File: config.mk
export PLATFORM = sky130hd
export DESIGN_NAME = l2_master
export DESIGN_NICKNAME = d
export VERILOG_FILES = /design/src/rtl/l2_master.sv
export SDC_FILE = /design/constraint.sdc
export NUM_CORES = 1
export LEC_CHECK = 0
export CAP_MARGIN = 20
export CORE_ASPECT_RATIO = 0.7
export CORE_MARGIN = 8
export CORE_UTILIZATION = 30
export CTS_CLUSTER_DIAMETER = 50
export DETAILED_ROUTE_END_ITERATION = 8
export DONT_BUFFER_PORTS = 1
export PLACE_DENSITY = 0.41
export SYNTH_ARGS = -nofsm -noshare
export SYNTH_HDL_FRONTEND = slang
export SYNTH_SLANG_ARGS = --single-unit
export TNS_END_PERCENT = 5
File: constraint.sdc
create_clock -name clk -period 1.75 [get_ports clk]
set_input_delay 0.35 -clock clk [delete_from_list [all_inputs] [get_ports clk]]
set_output_delay 0.35 -clock clk [all_outputs]
set_load 0.01 [all_outputs]
File: src/rtl/l2_master.sv
// SPI master, one byte per transaction, all four SPI modes.
//
// On a start request the block lowers chip select, generates 16 SCLK edges and shifts the
// byte out on MOSI, MSB first. At the same time it shifts MISO in and presents the received
// byte in parallel when the transaction completes. It is the initiator end of the link.
//
// Parameters:
//   MODE     SPI mode 0..3 (CPOL = MODE[1], CPHA = MODE[0])
//   CLK_DIV  clk cycles per SCLK half-period, 1..255
//
// Ports:
//   clk           system clock
//   rst           synchronous, active-high reset
//   im_work_en    start request, honoured only while idle
//   om_work_end   one-cycle completion pulse
//   im_data_bus   byte to transmit, captured on the start cycle
//   om_data_bus   last received byte, held until the next completion
//   om_sclk_wire  serial clock, registered, idles at CPOL
//   om_mosi_wire  serial data out, registered, MSB first
//   im_miso_wire  serial data in
//   om_cs_n_wire  chip select, active low, registered
module l2_master #(
    parameter int unsigned MODE    = 0,
    parameter int unsigned CLK_DIV = 4
) (
    input  logic       clk,
    input  logic       rst,
    input  logic       im_work_en,
    output logic       om_work_end,
    input  logic [7:0] im_data_bus,
    output logic [7:0] om_data_bus,
    output logic       om_sclk_wire,
    output logic       om_mosi_wire,
    input  logic       im_miso_wire,
    output logic       om_cs_n_wire
);

    localparam logic [1:0] ModeBits = 2'(MODE);
    localparam logic       Cpol     = ModeBits[1];
    localparam logic       Cpha     = ModeBits[0];
    localparam logic [7:0] DivLast  = 8'(CLK_DIV - 1);

    typedef enum logic [1:0] {StIdle, StShift, StHold} state_e;

    state_e     state_q, state_d;
    logic [7:0] div_q, div_d;
    logic [4:0] edge_q, edge_d;
    logic [7:0] tx_q, tx_d;
    logic [7:0] rx_q, rx_d;
    logic       sclk_q, sclk_d;
    logic       cs_n_q, cs_n_d;
    logic       mosi_q, mosi_d;
    logic       end_q, end_d;
    logic [7:0] data_q, data_d;

    logic div_tc;
    logic start;
    logic leading;
    logic do_sample;
    logic do_drive;

    assign div_tc = (div_q == DivLast);

    // A request seen in the completion cycle is not taken: the next transaction starts one
    // cycle later, which keeps cs_n high for two cycles between back-to-back transfers.
    assign start = (state_q == StIdle) && im_work_en && !end_q;

    // edge_q counts edges already produced, so the edge about to happen is odd (leading)
    // exactly when edge_q is even.
    assign leading   = ~edge_q[0];
    assign do_sample = leading ^ Cpha;
    // CPHA=0 already put bit 7 out at start, so only trailing edges 2..14 drive.
    assign do_drive  = Cpha ? leading : (!leading && (edge_q <= 5'd13));

    // State register (and the registered datapath/outputs).
    always_ff @(posedge clk) begin
        if (rst) begin
            state_q <= StIdle;
            div_q   <= '0;
            edge_q  <= '0;
            tx_q    <= '0;
            rx_q    <= '0;
            sclk_q  <= Cpol;
            cs_n_q  <= 1'b1;
            mosi_q  <= 1'b0;
            end_q   <= 1'b0;
            data_q  <= '0;
        end else begin
            state_q <= state_d;
            div_q   <= div_d;
            edge_q  <= edge_d;
            tx_q    <= tx_d;
            rx_q    <= rx_d;
            sclk_q  <= sclk_d;
            cs_n_q  <= cs_n_d;
            mosi_q  <= mosi_d;
            end_q   <= end_d;
            data_q  <= data_d;
        end
    end

    // Next-state logic.
    always_comb begin
        state_d = state_q;
        unique case (state_q)
            StIdle:  if (start) state_d = StShift;
            StShift: if (div_tc && (edge_q == 5'd15)) state_d = StHold;
            StHold:  if (div_tc) state_d = StIdle;
            default: state_d = StIdle;
        endcase
    end

    // Next values of the registered outputs and shift registers.
    always_comb begin
        div_d  = div_q;
        edge_d = edge_q;
        tx_d   = tx_q;
        rx_d   = rx_q;
        sclk_d = sclk_q;
        cs_n_d = cs_n_q;
        mosi_d = mosi_q;
        end_d  = 1'b0;
        data_d = data_q;

        unique case (state_q)
            StIdle: begin
                cs_n_d = 1'b1;
                sclk_d = Cpol;
                mosi_d = 1'b0;
                div_d  = '0;
                edge_d = '0;
                if (start) begin
                    tx_d   = im_data_bus;
                    rx_d   = '0;
                    cs_n_d = 1'b0;
                    if (!Cpha) mosi_d = im_data_bus[7];
                end
            end
            StShift: begin
                if (div_tc) begin
                    div_d  = '0;
                    sclk_d = ~sclk_q;
                    edge_d = edge_q + 5'd1;
                    if (do_sample) rx_d = {rx_q[6:0], im_miso_wire};
                    if (do_drive) begin
                        // CPHA=0 drives bits 6..0 (bit 7 went out at start), CPHA=1 bits 7..0.
                        mosi_d = Cpha ? tx_q[7] : tx_q[6];
                        tx_d   = {tx_q[6:0], 1'b0};
                    end
                end else begin
                    div_d = div_q + 8'd1;
                end
            end
            StHold: begin
                if (div_tc) begin
                    div_d  = '0;
                    cs_n_d = 1'b1;
                    mosi_d = 1'b0;
                    data_d = rx_q;
                    end_d  = 1'b1;
                end else begin
                    div_d = div_q + 8'd1;
                end
            end
            default: begin
                cs_n_d = 1'b1;
                sclk_d = Cpol;
                mosi_d = 1'b0;
            end
        endcase
    end

    assign om_work_end  = end_q;
    assign om_data_bus  = data_q;
    assign om_sclk_wire = sclk_q;
    assign om_mosi_wire = mosi_q;
    assign om_cs_n_wire = cs_n_q;

endmodule
==> out/qor.txt, run 1 <==
HP Class: in -> reg
FF-to-FF setup slack: 40 ps
Critical Path Max Stage Delay: 340 ps
DIE AREA: 10220 um^2
TritonCTS clock tree: yes
Netlist Area Pre-Place: 2161 um^2
Worst reg2reg endpoint: om_mosi_wire
Crit path kind: reg -> reg
Reg clk slew, reported paths: 90 ps
Clock root buffer master: clkbuf_8
Syn nets: 274
FMAX: 0.5859 GHz
Cell family with the largest share of critical-path delay: compound AO/OA/AOI/OAI gates
Setup crit end kind: flip-flop
CTS Buffer Depth: 2
Final #Nets: 290
Site row count: 26
Clock Skew: 3.299 ps
First-pass GRT wire length: 9259 um
Placed Area: 2415 um^2
Vias per inst: 5.163
Power Dens Cells: 1184 nW/um^2
Die height: 87.01 um
Worst hold margin: 110.0 ps
Die X-Extent: 117.4 um
Total core area: 7124 um^2
Drt total wl: 5694 um
Total CTS buffers: 5
Diodes inserted: 0
DP HPWL: 3965 um
Worst path required time: 1930 ps
Cell Chain, Critical Path: inv_1 -> ha_2 -> nor4_1 -> a21oi_1 -> buf_4 -> a222oi_1 -> a311oi_1
Pre-Repair DR Iteration Count: 6
Share of cells above drive strength 1: 16.67%
Synthesis warning total: 0
Sink Count: 42
Critical R2R Launch: state_q[1]
Synth top area cells: dfxtp_1, a21oi_1, nand3_1, ha_1, nand4_1
Worst setup SP type: flip-flop
Skew-Pair Late Insertion Delay: 290 ps
CTS Hold Bufs: 0
CTS H-Tree Depth: 2
Port Buf Inserts: 0
Residual DRC: 0
Post-synth top area share: 38.91%
Max VDD drop: 0.4147 mV
Final Slew Violations: 0
Commonest non-fill, non-tap cell in the layout: dfxtp_1
Post-route ant nets: 0
Register area share after synthesis: 38.91%
Flops & latches, synth: 42
Worst-Margin Slew: 547.9 ps
Hold Path End: div_q[1]
Setup Buffers After CTS: 0
Synth area leader: dfxtp_1
I/O pin total: 24
Routed vias: 1900
Setup WS pre-CTS: -6.655 ps
Mean Syn Cell Area: 8.541 um^2
Max-cap viol count: 0
Setup WS post-layout: 43.33 ps
Tot GR Track Use: 11.10%
Aggregate global routing overflow: 0
Area delta synth->final: 19.46%
Vias in the first global route: 1782
Post-route cell area: 2581 um^2
Worst-path maximum fanout: 7
Final period utilization: 97.52%
GP Congestion: 0.7439
DR iter-0 viols: 129
Final Hold Viols: 0
Netlist cell types: 44
Synthesized instance count: 253
Critical path buffer and inverter count: 2
Commonest cells after routing, fill and taps aside: dfxtp_1, a21oi_1, buf_4
Tmin final: 1707 ps
WL per Instance: 15.47 um
Crit path DAT: 1890 ps
Pin count of the biggest net entering global routing: 31
Unrepaired setup endpoints after global routing: yes
Outcome: finished, final reports clean
Starting Density: 30.33%
# setup viols final: 0
LEAKAGE: 0.9234 nW
Critical Path Slowest Stage Cell: dfxtp_1
Initial antenna violation count: 0
Max transition margin: 63.47%
Hold path startpoint: rst
Hold Crit Depth: 1
R2R depth: 7
Setup_tns: 0 ps
-- repair_timing --
| action | 4_1_cts | 5_1_grt |
|---|---|---|
| pin swaps | 0 | 1 |
| gates resized for setup | 1 | 6 |
| endpoints found under the setup margin | 6 | 21 |
-- worst max path at each step --
| stage | slack (ps) | cells after the start | startpoint | endpoint |
|---|---|---|---|---|
| 4_1_cts | -1 | 7 | state_q[1] | om_mosi_wire |
| 6_report | 40 | 7 | state_q[1] | om_mosi_wire |
| 3_3_place_gp | 10 | 6 | state_q[0] | rx_q[2] |
| 3_5_place_dp | -7 | 6 | state_q[1] | rx_q[6] |
| 5_1_grt | -30 | 7 | state_q[1] | om_mosi_wire |
| 2_1_floorplan | 150 | 7 | state_q[1] | om_mosi_wire |
-- per-layer routing --
layer  wire length (um)  vias up  share of wire, %  global-route usage (%)
li1                   -      963                 -                       -
met1               3111      907                55                   15.70
met2               2325       25                41                   15.93
met3                219        5               3.8                   3.044
met4                 36        0              0.63                   3.048
met5                  0        -                 0                       0
-- state kept, by name, summed over array words and instances, names as in the netlist --
| register | count |
|---|---|
| om_cs_n_wire | 1 |
| om_sclk_wire | 1 |
| edge_q | 5 |
| om_work_end | 1 |
| tx_q | 7 |
| state_q | 2 |
| div_q | 8 |
| rx_q | 8 |
| om_data_bus | 8 |
| om_mosi_wire | 1 |
-- stage by stage --
| step | cells | total power [mW] | utilization [%] |
|---|---|---|---|
| 2_1_floorplan | 253 | 1.755 | - |
| 3_3_place_gp | 360 | 2.138 | 33.90 |
| 3_5_place_dp | 360 | 2.129 | 33.90 |
| 4_1_cts | 368 | 3.089 | 35.93 |
| 5_1_grt | 368 | 3.236 | 36.23 |
| 6_report | 368 | 3.057 | 36.23 |
-- report_power, final --
group	switching, mW	internal (mW)
Sequential	0.0779	1.05
Combinational	0.562	0.436
Clock	0.361	0.572
-- synthesized netlist by cell type --
| cell | instances |
|---|---|
| a41o_4 | 1 |
| a31oi_1 | 2 |
| nor2_1 | 11 |
| o21ai_0 | 12 |
| a311oi_1 | 2 |
| nor2b_1 | 4 |
| clkbuf_1 | 7 |
| ha_1 | 9 |
| and2_0 | 1 |
| o21ai_1 | 1 |
| nand2_1 | 14 |
| nand2b_1 | 4 |
| buf_6 | 1 |
| a21oi_1 | 29 |
| a211o_1 | 1 |
| nor4b_4 | 1 |
| a21boi_1 | 1 |
| xnor2_1 | 2 |
| a41oi_1 | 1 |
| nand3_1 | 23 |
| nand4_2 | 1 |
| o31ai_1 | 3 |
| o211ai_1 | 1 |
| buf_2 | 9 |
| clkbuf_2 | 1 |
| o2bb2ai_1 | 2 |
| and3_1 | 3 |
| nor4_1 | 1 |
| and4b_1 | 1 |
| inv_1 | 10 |
| mux2i_1 | 7 |
| nor3_1 | 2 |
| o311ai_0 | 2 |
| nand4_1 | 17 |
| buf_4 | 1 |
| xor2_1 | 4 |
| nand3b_1 | 8 |
| dfxtp_1 | 42 |
| and3b_1 | 1 |
| a222oi_1 | 1 |
| buf_1 | 1 |
| and2_1 | 1 |
| a32oi_1 | 6 |
| or2_2 | 1 |
-- final cells by class --
type | instances | area [um^2]
multi-input combinational | 181 | 1207
inverter | 10 | 37.54
clock inverter | 3 | 68.82
clock buffer | 5 | 68.82
sequential | 42 | 842.1
fill | 749 | 4543
timing repair buffer | 29 | 234.0
tap | 98 | 122.6
-- cell families (layout without fill, tap and decap cells) --
kind of cell               after synthesis  in the layout  synth area share, %
AOI/OAI and AO/OA                       65             65                19.17
xor gates and xnor gates                 6              6                2.432
adders and majority gates                9              9                5.211
buffers and inverters                   30             47                6.311
DFF                                     42             42                38.91
muxes                                    7              7                3.243
and+or+nand+nor                         94             94                24.73
Power figures use the tool's default switching activity.
==> inputs of run 2 (changes only) <==
--- a/config.mk
+++ b/config.mk
@@ -6,13 +6,15 @@
 export NUM_CORES = 1
 export LEC_CHECK = 0
 export CAP_MARGIN = 20
+export CELL_PAD_IN_SITES_DETAIL_PLACEMENT = 1
+export CELL_PAD_IN_SITES_GLOBAL_PLACEMENT = 1
 export CORE_ASPECT_RATIO = 0.7
 export CORE_MARGIN = 8
 export CORE_UTILIZATION = 30
 export CTS_CLUSTER_DIAMETER = 50
 export DETAILED_ROUTE_END_ITERATION = 8
 export DONT_BUFFER_PORTS = 1
-export PLACE_DENSITY = 0.41
+export PLACE_DENSITY = 0.52
 export SYNTH_ARGS = -nofsm -noshare
 export SYNTH_HDL_FRONTEND = slang
 export SYNTH_SLANG_ARGS = --single-unit
==> run 2 against run 1 <==
Net effect: combinational power about the same; largest cell class unchanged; power fell by 7.2%; final cell count increased by 0.54%; clock power down 28%; clock-buffer cell count stayed put.
==> out/qor.txt, run 2 (same netlist as run 1, synthesis figures left out) <==
CTS H-Tree Depth: 2
Commonest cells after routing, fill and taps aside: dfxtp_1, buf_4, a21oi_1
Crit path DAT: 1840 ps
DR iter-0 viols: 87
Max transition margin: 72.78%
Unrepaired setup endpoints after global routing: no
Residual DRC: 0
Post-Route Utilization: 36.11%
Final Hold Viols: 0
First-pass GRT wire length: 10440 um
DIE AREA: 10220 um^2
CTS Hold Bufs: 0
Outcome: finished, final reports clean
Crit path kind: reg -> reg
Initial antenna violation count: 0
Reg clk slew, reported paths: 90 ps
Post-route ant nets: 0
Tot GR Track Use: 12.34%
Total core area: 7124 um^2
I/O pin total: 24
FILL cells: 834
Setup crit end kind: flip-flop
Pwr Total: 2.837 mW
Commonest non-fill, non-tap cell in the layout: dfxtp_1
Cell family with the largest share of critical-path delay: simple AND/OR/NAND/NOR gates
Worst-Margin Slew: 408.3 ps
Max-cap viol count: 0
HP Class: in -> reg
Aggregate global routing overflow: 0
Setup Buffers After CTS: 0
Total CTS buffers: 5
Vias in the first global route: 1977
Max VDD drop: 0.3520 mV
Sink Count: 42
LEAKAGE: 0.9000 nW
Critical Path Max Stage Delay: 340 ps
Diodes inserted: 0
Site row count: 26
FF-to-FF setup slack: 110 ps
TritonCTS clock tree: yes
Critical Path Slowest Stage Cell: dfxtp_2
Drt total wl: 6089 um
Final period utilization: 93.92%
Pre-Repair DR Iteration Count: 4
CTS Buffer Depth: 2
DP HPWL: 4356 um
Worst setup SP type: flip-flop
Tmin final: 1644 ps
Clock root buffer master: clkbuf_8
Power Dens Cells: 1103 nW/um^2
Pin count of the biggest net entering global routing: 31
Critical path buffer and inverter count: 2
Area delta synth->final: 19.05%
Share of cells above drive strength 1: 20.22%
Routed vias: 1922
Vias per inst: 5.195
WL per Instance: 16.46 um
Worst-path maximum fanout: 8
Cell Chain, Critical Path: ha_2 -> nor4b_4 -> buf_6 -> buf_4 -> a21oi_1 -> or2_2 -> o2bb2ai_1
FMAX: 0.6084 GHz
Skew-Pair Late Insertion Delay: 300 ps
Final Slew Violations: 0
Final #Nets: 292
Port Buf Inserts: 0
# setup viols final: 0
Worst hold margin: 105.3 ps
Die height: 87.01 um
Worst path required time: 1950 ps
Die X-Extent: 117.4 um
GP Congestion: 0.7202
Clock Skew: 5.993 ps
Starting Density: 30.33%
## run 2: changes by cell type in the layout (fill, tap and decap cells not counted), sizes merged
| cell | before | now |
|---|---|---|
| clkinv | 1 | 0 |
| clkinvlp | 0 | 2 |
| bufinv | 2 | 0 |
| inv | 10 | 11 |
| buf | 29 | 31 |
## run 2: power breakdown
part	switching [mW]	internal [mW]
Combinational	0.586	0.441
Sequential	0.0819	1.06
Clock	0.387	0.286
Total	1.05	1.78
## run 2: worst paths after layout
check / depth (start not counted) / from / end
max: 7 / div_q[0] / edge_q[1]
min reg2reg: 2 / rx_q[7] / om_data_bus[7]
min: 1 / rst / div_q[0]
max reg2reg: 7 / div_q[0] / edge_q[1]
## run 2: final cells by class
class / instances / area, um^2 / area share, %
multi-input combinational: 181 / 1236 / 48.05
clock buffer: 5 / 68.82 / 2.675
timing repair buffer: 31 / 236.5 / 9.193
inverter: 10 / 37.54 / 1.459
tap: 98 / 122.6 / 4.767
sequential: 42 / 847.1 / 32.93
clock inverter: 3 / 23.77 / 0.9241
## run 2: per-layer routing
metal	global-route usage, %	routed length [um]	up-vias	part of all wire, %
li1	-	-	965	-
met1	17.29	3239	937	53
met2	18.61	2629	18	43
met3	3.174	209	2	3.4
met4	2.227	10	0	0.16
met5	0	0	-	0
## run 2: what timing repair did
action,CTS,global route
endpoints found under the hold margin,0,0
pin swaps,0,2
endpoints found under the setup margin,15,24
gates resized for setup,4,13
## run 2: stage by stage
| step | instance area [um^2] | std cells | TNS, ps | setup slack (ps) |
|---|---|---|---|---|
| global placement | 2417 | 362 | -112.7 | -62.06 |
| detailed placement | 2417 | 362 | -753.0 | -128.1 |
| global route | 2572 | 370 | 0 | 3.549 |
| finish | 2572 | 370 | 0 | 106.3 |
| CTS | 2525 | 370 | 0 | 17.19 |
| floorplan | 2161 | 253 | 0 | 145.7 |
